===== config.mk =====
export PLATFORM = sky130hd
export DESIGN_NAME = sr_latch_arbiter
export DESIGN_NICKNAME = d
export VERILOG_FILES = /design/src/rtl/sr_latch_arbiter.sv
export SDC_FILE = /design/constraint.sdc
export NUM_CORES = 1
export LEC_CHECK = 0
export CAP_MARGIN = 20
export CORE_ASPECT_RATIO = 0.6
export CORE_MARGIN = 2
export CORE_UTILIZATION = 40
export DETAILED_ROUTE_END_ITERATION = 6
export GPL_ROUTABILITY_DRIVEN = 0
export PLACE_DENSITY = 0.68
export SLEW_MARGIN = 10
export SYNTH_ARGS = -nofsm -noshare
export SYNTH_HDL_FRONTEND = slang
export SYNTH_SLANG_ARGS = --single-unit

===== constraint.sdc =====
create_clock -name clk -period 1.8 [get_ports clk]
set_input_delay 0.36 -clock clk [delete_from_list [all_inputs] [get_ports clk]]
set_output_delay 0.36 -clock clk [all_outputs]
set_load 0.005 [all_outputs]

===== src/rtl/sr_latch_arbiter.sv =====
`default_nettype none
// +------------------------------------------------------------------+
// | sr_latch_arbiter: round-robin owner of one shared clocked SR latch |
// | Rev 1.0                                                            |
// +------------------------------------------------------------------+
module sr_latch_arbiter #(
  parameter int NREQ = 4,
  parameter int HOLD = 2
) (
  input  logic            clk,
  input  logic            nrst,
  input  logic [NREQ-1:0] req,
  input  logic [NREQ-1:0] op,
  input  logic            q_in,
  input  logic            err_clr,
  output logic [NREQ-1:0] gnt,
  output logic            s,
  output logic            r,
  output logic            busy,
  output logic            done,
  output logic            err
);

  localparam int c_PTR_W = (NREQ > 1) ? $clog2(NREQ) : 1;
  localparam int c_CNT_W = $clog2(HOLD + 1);
  localparam logic [c_PTR_W:0]   c_NREQ     = (c_PTR_W+1)'(NREQ);
  localparam logic [c_PTR_W-1:0] c_LAST     = c_PTR_W'(NREQ - 1);
  localparam logic [NREQ-1:0]    c_GNT_ONE  = NREQ'(1);
  localparam logic [c_CNT_W-1:0] c_HOLD     = c_CNT_W'(HOLD);
  localparam logic [c_CNT_W-1:0] c_CNT_ONE  = c_CNT_W'(1);

  typedef enum logic [1:0] {
    S_IDLE    = 2'd0,
    S_DRIVE   = 2'd1,
    S_RELEASE = 2'd2,
    S_CHECK   = 2'd3
  } state_t;

  state_t             r_state;
  logic [c_PTR_W-1:0] r_ptr;
  logic [c_CNT_W-1:0] r_cnt;
  logic               r_op;
  logic               r_armed;
  logic [NREQ-1:0]    r_gnt;
  logic               r_s;
  logic               r_r;
  logic               r_busy;
  logic               r_done;
  logic               r_err;

  logic               w_found;
  logic [c_PTR_W-1:0] w_win;
  logic [c_PTR_W:0]   w_sum;
  logic [c_PTR_W-1:0] w_next_ptr;
  logic               w_win_op;

  // Round-robin search: first asserted request at or after r_ptr, wrapping.
  always_comb begin
    w_found = 1'b0;
    w_win   = '0;
    w_sum   = '0;
    for (int i = 0; i < NREQ; i++) begin
      w_sum = {1'b0, r_ptr} + (c_PTR_W+1)'(i);
      if (w_sum >= c_NREQ) begin
        w_sum = w_sum - c_NREQ;
      end
      if (!w_found && req[w_sum[c_PTR_W-1:0]]) begin
        w_found = 1'b1;
        w_win   = w_sum[c_PTR_W-1:0];
      end
    end
  end

  assign w_next_ptr = (w_win == c_LAST) ? '0 : (w_win + c_PTR_W'(1));
  assign w_win_op   = op[w_win];

  // r_armed delays the first grant after reset release by one edge.
  always_ff @(posedge clk or negedge nrst) begin
    if (!nrst) begin
      r_state <= S_IDLE;
      r_ptr   <= '0;
      r_cnt   <= '0;
      r_op    <= 1'b0;
      r_armed <= 1'b0;
      r_gnt   <= '0;
      r_s     <= 1'b0;
      r_r     <= 1'b0;
      r_busy  <= 1'b0;
      r_done  <= 1'b0;
      r_err   <= 1'b0;
    end else begin
      r_armed <= 1'b1;
      r_gnt   <= '0;
      r_done  <= 1'b0;
      if (err_clr) begin
        r_err <= 1'b0;
      end
      case (r_state)
        S_IDLE: begin
          if (r_armed && w_found) begin
            r_state <= S_DRIVE;
            r_op    <= w_win_op;
            r_ptr   <= w_next_ptr;
            r_gnt   <= c_GNT_ONE << w_win;
            r_s     <= w_win_op;
            r_r     <= ~w_win_op;
            r_cnt   <= c_HOLD;
            r_busy  <= 1'b1;
          end
        end
        S_DRIVE: begin
          if (r_cnt == c_CNT_ONE) begin
            r_state <= S_RELEASE;
            r_s     <= 1'b0;
            r_r     <= 1'b0;
            r_cnt   <= '0;
          end else begin
            r_cnt <= r_cnt - c_CNT_ONE;
          end
        end
        S_RELEASE: begin
          // q_in has settled for a full guard cycle; flag and done appear together.
          r_state <= S_CHECK;
          r_done  <= 1'b1;
          if (!err_clr && (q_in != r_op)) begin
            r_err <= 1'b1;
          end
        end
        S_CHECK: begin
          r_state <= S_IDLE;
          r_busy  <= 1'b0;
        end
        default: begin
          r_state <= S_IDLE;
          r_s     <= 1'b0;
          r_r     <= 1'b0;
          r_busy  <= 1'b0;
        end
      endcase
    end
  end

  assign gnt  = r_gnt;
  assign s    = r_s;
  assign r    = r_r;
  assign busy = r_busy;
  assign done = r_done;
  assign err  = r_err;

endmodule
`default_nettype wire


==> out/metrics.csv, run 1 <==
stage,metric,value,unit
status,run status,finished clean,
pwr,sw power,0.647,mW
synthesis,post-synth top area share,45.5,%
synthesis,synthesized area per cell,10.1,um^2
clock_tree,Bufs on Longest Clock Path,2,
timing,RSZ-0062 raised after global routing,no,
synthesis,Yosys Warn Count,0,
timing,final period utilization,97.1,%
timing,Slew Limit Fails,0,
pwr,maximum vdd ir drop,0.000817,V
synthesis,Post-synth EDFFs,0,
drt,DRT Pass-1 Iters,4,
grt,total track usage,15.2,%
cells_and_area,Finished Layout Cells,156,
placed_design,PortBufs,20,
grt,first-pass GRT wire length,3.22,mm
grt,global route overflow,0,
floorplan,effective utilization at floorplan,42.6,%
synthesis,synth cell count leaders,"17 x dfrtp_1, 10 x ha_1, 9 x inv_1, 9 x o21ai_0, 6 x nor2_1",
cells_and_area,area grow syn2layout,39.4,%
worst_setup_path,nature of the critical path startpoint,flop,
clock_tree,clock sinks,17,
floorplan,core area,2200,um^2
drt,DR iter-0 viols,32,
drt,Routed WL,1.88,mm
synthesis,Synth Cell Area,936,um^2
worst_setup_path,crit path max-delay cell type,or4_1,
synthesis,Yosys top cell by area,dfrtp_1,
synthesis,Synth area leaders,"dfrtp_1 45%, ha_1 13%, o21ai_0 4.8%",
grt,vias in the first global route,724,
worst_setup_path,critical path class,flop to flop,
drt,DRC,0,
cells_and_area,antenna cells,0,
clock_tree,latest clock arrival within the worst-skew pair,250,ps
clock_tree,CTS tree,done,
pwr,Flop pwr share,35.5,%
synthesis,#FFs+latches synth,17,
clock_tree,hold_buf cts,0,
cells_and_area,NumNets Final,149,
worst_setup_path,Worst EP required,1950,ps
worst_setup_path,crit path capture type,flop,
timing,Final TNS setup,0,ps
drt,antenna-violating nets left,0,
worst_setup_path,"critical path, cell by cell",nand2b_1 > a21o_1 > and3_4 > or4_1 > o311ai_2,
pwr,P_leak,0.629,nW
worst_setup_path,critical path data arrival time,1900,ps
pwr,switching portion of total power,36.6,%
worst_hold_path,Tightest Hold Check Type,input port to async pin,
grt,initial antenna violation count,0,
clock_tree,H-tree lvl count,1,
grt,largest net degree at the start of global routing,18,
worst_setup_path,worst-path fanout max,6,
synthesis,register area share after synthesis,45.5,%
synthesis,Post-synth ARST share,100,%
synthesis,top-count cell post-synth,dfrtp_1,
timing,f_max,572,MHz
drt,routed len/inst,12.1,um
timing,Tmin final,1750,ps
floorplan,I/O pin count,21,
cells_and_area,layout cells sized above 1,18.3,%
worst_setup_path,CP peak stage delay,520,ps
pwr,Combinational Power Share,48.7,%
pwr,Cell Int Power,1.12,mW
clock_tree,Clock transition at path regs,60,ps
clock_tree,CTS Buf Count,3,
drt,via/cell ratio,4.81,
floorplan,DIE WIDTH,66.4,um
pwr,Clock power frac,15.8,%
placed_design,HPWL after detailed placement,1.50,mm
floorplan,row count,13,
synthesis,syn_nets,115,
floorplan,Die ar.,2760,um^2
timing,final hold vios,0,
clock_tree,post-CTS setup buffer count,0,
synthesis,Cell variety after synth,31,
synthesis,Main synth FF type,dfrtp_1,
floorplan,Die H,41.5,um
timing,Final setup viols,0,
timing,clk_skew,1.34,ps
placed_design,Placed Cells,152,
clock_tree,Clock Root Buffer,clkbuf_8,
flow_run,max-cap violation count,0,
synthesis,Mapped Cells,93,
drt,DR vias,750,
pwr,Power Density,1360,nW/um^2
## critical path, delay by kind of cell, from the launching register on
kind	cells	cell delay (ps)
DFF	1	440
AOI/OAI and AO/OA	2	320
and+or+nand+nor	3	890
## area by class of cell
class	instances	area, um^2
inverters	9	33.8
clock buffers	3	41.3
fillers	200	891
well taps	30	37.5
flip-flops and latches	17	425
multi-input cells	66	484
clock inverters	1	5.00
repair buffers	30	278
## worst paths after layout
kind	start	endpoint	slack, ps	cells past startpoint
min reg2reg	r_cnt[0]	r_cnt[0]	500	1
min	nrst	done	430	2
max in group asynchronous	nrst	r_armed	1190	2
min in group clk	r_cnt[0]	r_cnt[0]	500	1
max	r_ptr[1]	r	50	5
max reg2reg	r_ptr[1]	r	50	5
## flip-flops by register name (all words and copies together) (netlist names)
| name | flops |
|---|---|
| gnt | 4 |
| r_op | 1 |
| done | 1 |
| r_armed | 1 |
| r_state | 2 |
| s | 1 |
| err | 1 |
| busy | 1 |
| r_ptr | 2 |
| r | 1 |
| r_cnt | 2 |
## metrics by stage
| step | setup WS [ps] | cell area [um^2] | hold slack (ps) | power (mW) | util (%) |
|---|---|---|---|---|---|
| floorplan | 70.7 | 936 | 64.4 | 1.10 | - |
| global placement | -254 | 1240 | 462 | 1.43 | 56.7 |
| detailed placement | -296 | 1240 | 491 | 1.47 | 56.7 |
| CTS | 12.9 | 1290 | 438 | 1.76 | 58.7 |
| global route | 6.57 | 1310 | 468 | 1.93 | 59.4 |
| finish | 52.9 | 1310 | 430 | 1.77 | 59.4 |
## timing repair
item,CTS,global route
resized for setup,2,8
pin swaps,0,1
endpoints found under the setup margin,3,6
## power groups by stage
stage / clock network, mW / logic [mW] / registers [mW]
after floorplan: 0 / 0.492 / 0.608
after global placement: 0 / 0.811 / 0.623
after detailed placement: 0 / 0.837 / 0.630
after CTS: 0.290 / 0.841 / 0.625
after global routing: 0.311 / 0.970 / 0.648
final: 0.280 / 0.861 / 0.629
## cell families after synthesis
kind of cell,share of synthesized area [%]
compound gates,18.6
xor+xnor,0.936
fa+ha+maj,13.4
buf+inv,4.01
flops,45.5
mux,3.34
other cells,0.401
simple gates,13.9
## metal layers
metal	track usage (%)	share of wire, %
met1	22.0	52
met2	20.8	41
met3	6.50	6.1
met4	3.67	0.64
met5	0	0
## cells in the final DEF, fill, tap and decap left out, types with 3 or more instances in the layout
cell and instances:
clkdlybuf4s50_1 16, nor2_1 6, nand2_1 4, inv_1 7
clkbuf_8 3, and2_1 4, dfrtp_1 17, o21ai_0 9
a21oi_1 5, ha_1 9, buf_4 10
Power figures use the tool's default switching activity.
==> inputs of run 2 (changes only) <==
--- a/config.mk
+++ b/config.mk
@@ -6,12 +6,12 @@
 export NUM_CORES = 1
 export LEC_CHECK = 0
 export CAP_MARGIN = 20
-export CORE_ASPECT_RATIO = 0.6
+export CORE_ASPECT_RATIO = 0.75
 export CORE_MARGIN = 2
-export CORE_UTILIZATION = 40
+export CORE_UTILIZATION = 44
 export DETAILED_ROUTE_END_ITERATION = 6
 export GPL_ROUTABILITY_DRIVEN = 0
-export PLACE_DENSITY = 0.68
+export PLACE_DENSITY = 0.81
 export SLEW_MARGIN = 10
 export SYNTH_ARGS = -nofsm -noshare
 export SYNTH_HDL_FRONTEND = slang
==> out/metrics.csv, run 2 (same netlist as run 1, synthesis figures left out) <==
stage,metric,value,unit
status,run status,finished clean,
timing,final setup margin,15.7,ps
clock_tree,Bufs on Longest Clock Path,2,
clock_tree,CTS Buf Count,3,
floorplan,I/O pin count,21,
placed_design,HPWL after detailed placement,1.74,mm
drt,DRC,0,
timing,f_max,560,MHz
worst_setup_path,nature of the critical path startpoint,input port,
timing,final period utilization,99.1,%
drt,via/cell ratio,5.29,
placed_design,Setup WS pre-CTS,-365,ps
cells_and_area,"commonest non-fill, non-tap cell in the layout",clkdlybuf4s50_1,
grt,vias in the first global route,821,
worst_setup_path,Critical R2R Launch,r_ptr[1],
worst_setup_path,Top delay family on crit path,simple AND/OR/NAND/NOR gates,
timing,Tmin final,1780,ps
clock_tree,hold_buf cts,0,
floorplan,Die ar.,2520,um^2
drt,Routed WL,2.20,mm
drt,routed len/inst,14.5,um
cells_and_area,max FFs per register,4,
worst_setup_path,Buffers & Inverters on Critical Path,1,
placed_design,DP Area,1250,um^2
cells_and_area,antenna cells,0,
grt,first-pass GRT wire length,3.74,mm
worst_setup_path,crit path to,r,
pwr,maximum vdd ir drop,0.000974,V
pwr,sw power,0.681,mW
worst_setup_path,r2r setup slk,70,ps
worst_setup_path,critical path data arrival time,1990,ps
pwr,Power Density,1340,nW/um^2
grt,total track usage,20.8,%
flow_run,max-cap violation count,0,
worst_setup_path,"critical path, cell by cell",clkdlybuf4s50_1 > nand3b_1 > o21a_1 > and3_4 > or4_1 > o311ai_1,
pwr,Clock power frac,11.8,%
worst_setup_path,CP peak stage delay,500,ps
worst_hold_path,Tightest Hold Check Type,input port to async pin,
drt,DRT Pass-1 Iters,3,
worst_setup_path,crit path max-delay cell type,or4_1,
cells_and_area,Finished Layout Cells,152,
timing,clk_skew,4.42,ps
clock_tree,H-tree lvl count,1,
cells_and_area,# fillers,174,
pwr,P_leak,0.630,nW
floorplan,effective utilization at floorplan,46.5,%
pwr,Combinational Power Share,52.5,%
timing,final hold vios,0,
clock_tree,latest clock arrival within the worst-skew pair,300,ps
worst_setup_path,Worst EP required,2000,ps
placed_design,Placed Cells,148,
pwr,Flop pwr share,35.6,%
cells_and_area,area grow syn2layout,39.8,%
placed_design,PortBufs,20,
grt,global route overflow,0,
clock_tree,CTS tree,done,
drt,DR iter-0 viols,6,
cells_and_area,fin area,1310,um^2
grt,initial antenna violation count,0,
worst_setup_path,worst-path fanout max,3,
worst_setup_path,critical path class,input port to flop,
pwr,Tot Pwr,1.76,mW
pwr,switching portion of total power,38.7,%
cells_and_area,"commonest cells after routing, fill and taps aside","18 x clkdlybuf4s50_1, 16 x dfrtp_1, 12 x buf_4, 9 x ha_1, 8 x inv_1",
floorplan,Die H,43.9,um
floorplan,DIE WIDTH,57.3,um
worst_setup_path,Reg2Reg Depth,5,
clock_tree,Clock transition at path regs,100,ps
worst_setup_path,CP Depth,6,
cells_and_area,layout cells sized above 1,21.9,%
clock_tree,clock sinks,17,
grt,largest net degree at the start of global routing,18,
worst_setup_path,crit path capture type,flop,
floorplan,row count,14,
timing,Final setup viols,0,
cells_and_area,final core utilization,65.0,%
pwr,Cell Int Power,1.08,mW
drt,antenna-violating nets left,0,
floorplan,core area,2010,um^2
clock_tree,Clock Root Buffer,clkbuf_4,
cells_and_area,NumNets Final,151,
worst_setup_path,critical path launch point,req[3],
drt,DR vias,804,
timing,Slew Limit Fails,0,
worst_setup_path,reg-to-reg critical path endpoint,r,
-- run 2: power by group through the flow --
stage / registers [mW] / logic [mW] / clock network [mW]
6_report: 0.627 / 0.924 / 0.208
4_1_cts: 0.622 / 0.894 / 0.218
5_1_grt: 0.649 / 1.04 / 0.233
2_1_floorplan: 0.608 / 0.492 / 0
3_5_place_dp: 0.630 / 0.886 / 0
3_3_place_gp: 0.618 / 0.823 / 0
-- run 2: stage by stage --
step	hold WS [ps]	setup TNS (ps)
2_1_floorplan	64.4	0
3_3_place_gp	467	-2030
3_5_place_dp	496	-2700
4_1_cts	380	0
5_1_grt	386	-3.86
6_report	375	0
-- run 2: layout make-up --
type                       instances  area, um^2  share of cell area, %
tap                               24        30.0                   2.29
inverter                           9        33.8                   2.58
sequential                        17         427                   32.6
multi-input combinational         66         495                   37.9
clock inverter                     1        5.00                  0.382
clock buffer                       3        22.5                   1.72
timing repair buffer              32         295                   22.6
-- run 2: routing by layer --
layer / wire [um] / global-route usage (%) / part of all wire [%]
met1: 967 / 24.6 / 44
met2: 1090 / 34.7 / 49
met3: 101 / 6.57 / 4.6
met4: 44 / 9.77 / 2.0
met5: 0 / 0 / 0
-- run 2: repair_timing --
item,in CTS,in global routing
gates resized for setup,1,13
setup buffers,0,0
pin swaps,0,1
endpoints found under the setup margin,1,12
hold endpoints to repair,0,0
cloned,0,0
-- run 2: worst min path at each step --
stage | end | slack [ps] | cells past startpoint
floorplan | busy | 60 | 0
global placement | r_cnt[0] | 470 | 1
detailed placement | err | 500 | 2
CTS | err | 380 | 2
global route | s | 390 | 2
finish | err | 370 | 2
==> inputs of run 3 (changes only) <==
--- a/config.mk
+++ b/config.mk
@@ -11,6 +11,7 @@
 export CORE_UTILIZATION = 44
 export DETAILED_ROUTE_END_ITERATION = 6
 export GPL_ROUTABILITY_DRIVEN = 0
+export MAX_ROUTING_LAYER = met4
 export PLACE_DENSITY = 0.81
 export SLEW_MARGIN = 10
 export SYNTH_ARGS = -nofsm -noshare
==> out/metrics.csv, run 3 (same netlist as run 1, synthesis figures left out) <==
stage,metric,value,unit
status,run status,finished clean,
cells_and_area,"commonest non-fill, non-tap cell in the layout",clkdlybuf4s50_1,
timing,final period utilization,99.2,%
drt,DR iter-0 viols,6,
worst_setup_path,critical path data arrival time,1990,ps
pwr,maximum vdd ir drop,0.000975,V
grt,initial antenna violation count,0,
placed_design,HPWL after detailed placement,1.74,mm
grt,largest net degree at the start of global routing,18,
drt,DR vias,805,
worst_setup_path,Critical R2R Launch,r_ptr[1],
cells_and_area,area grow syn2layout,39.8,%
cells_and_area,NumNets Final,151,
floorplan,row count,14,
floorplan,DIE WIDTH,57.3,um
timing,final hold vios,0,
placed_design,PortBufs,20,
worst_setup_path,worst-path fanout max,3,
flow_run,max-cap violation count,0,
grt,vias in the first global route,821,
clock_tree,H-tree lvl count,1,
pwr,Power Density,1350,nW/um^2
timing,Tmin final,1790,ps
clock_tree,Bufs on Longest Clock Path,2,
cells_and_area,"commonest cells after routing, fill and taps aside","18 x clkdlybuf4s50_1, 16 x dfrtp_1, 12 x buf_4, 9 x ha_1, 8 x inv_1",
clock_tree,CTS Buf Count,3,
worst_hold_path,Tightest Hold Check Type,input port to async pin,
clock_tree,CTS tree,done,
cells_and_area,# fillers,174,
worst_setup_path,Worst EP required,2000,ps
timing,f_max,560,MHz
drt,Routed WL,2.21,mm
drt,routed len/inst,14.6,um
drt,DRC,0,
clock_tree,latest clock arrival within the worst-skew pair,300,ps
timing,Final setup viols,0,
cells_and_area,max FFs per register,4,
floorplan,Die H,43.9,um
grt,total track usage,21.4,%
grt,first-pass GRT wire length,3.75,mm
drt,antenna-violating nets left,0,
drt,M1 wire length,978,um
grt,global route overflow,0,
clock_tree,Clock Root Buffer,clkbuf_4,
floorplan,effective utilization at floorplan,46.5,%
cells_and_area,layout cells sized above 1,21.9,%
timing,Fin Hold WS,377,ps
drt,via/cell ratio,5.30,
cells_and_area,final core utilization,65.0,%
drt,DRT Pass-1 Iters,3,
drt,met3 WL,101,um
timing,Slew Limit Fails,0,
pwr,P_leak,0.630,nW
cells_and_area,antenna cells,0,
floorplan,Die ar.,2520,um^2
drt,top layer in use,met4,
drt,WL met2,1.09,mm
worst_setup_path,critical path class,input port to flop,
timing,clk_skew,4.10,ps
worst_setup_path,crit path capture type,flop,
worst_setup_path,critical path launch point,req[3],
floorplan,core area,2010,um^2
clock_tree,Clock transition at path regs,100,ps
floorplan,I/O pin count,21,
clock_tree,hold_buf cts,0,
clock_tree,clock sinks,17,
worst_setup_path,nature of the critical path startpoint,input port,
run 3: critical path, cell delays in order:
cell and delay, ps:
clkdlybuf4s50_1 480, nand3b_1 210, o21a_1 150, and3_4 190, or4_1 500, o311ai_1 110
run 3: metrics by stage:
stage	instances	area [um^2]	worst slack (ps)	setup TNS, ps	power, mW
6_report	152	1310	14.5	0	1.76
5_1_grt	152	1310	-3.86	-3.86	1.93
4_1_cts	152	1280	18.4	0	1.73
3_5_place_dp	148	1250	-365	-2700	1.52
3_3_place_gp	148	1250	-282	-2030	1.44
2_1_floorplan	93	936	70.7	0	1.10
run 3: routing by layer:
metal,vias up,track usage [%]
li1,388,-
met1,392,24.6
met2,19,34.7
met3,6,6.57
met4,0,9.77
met5,-,-
run 3: path summary, 6_finish.rpt:
| kind | end | slack [ps] | depth (start not counted) |
|---|---|---|---|
| min in group clk | r_cnt[0] | 510 | 1 |
| hold / removal | err | 380 | 2 |
| hold reg to reg | r_cnt[0] | 510 | 1 |
| max in group asynchronous | r_ptr[1] | 1220 | 2 |
| setup / recovery | r | 10 | 6 |
| setup reg to reg | r | 70 | 5 |
run 3: final cells by class:
| type | instances | area, um^2 | area share [%] |
|---|---|---|---|
| Inverter | 9 | 33.8 | 2.58 |
| Clock buffer | 3 | 22.5 | 1.72 |
| Clock inverter | 1 | 5.00 | 0.382 |
| Sequential cell | 17 | 427 | 32.6 |
| Tap cell | 24 | 30.0 | 2.29 |
| Multi-Input combinational cell | 66 | 495 | 37.9 |
| Timing Repair Buffer | 32 | 295 | 22.6 |
run 3: report_power, final:
part | leakage [nW] | switching, mW | internal [mW]
clock network | 0.0177 | 0.125 | 0.0830
logic | 0.400 | 0.454 | 0.472
registers | 0.212 | 0.104 | 0.523
run 3: repair_timing:
| item | CTS | global route |
|---|---|---|
| buffers inserted | 0 | 0 |
| pin swaps | 0 | 1 |
| setup endpoints to repair | 1 | 12 |
| resized for setup | 1 | 13 |
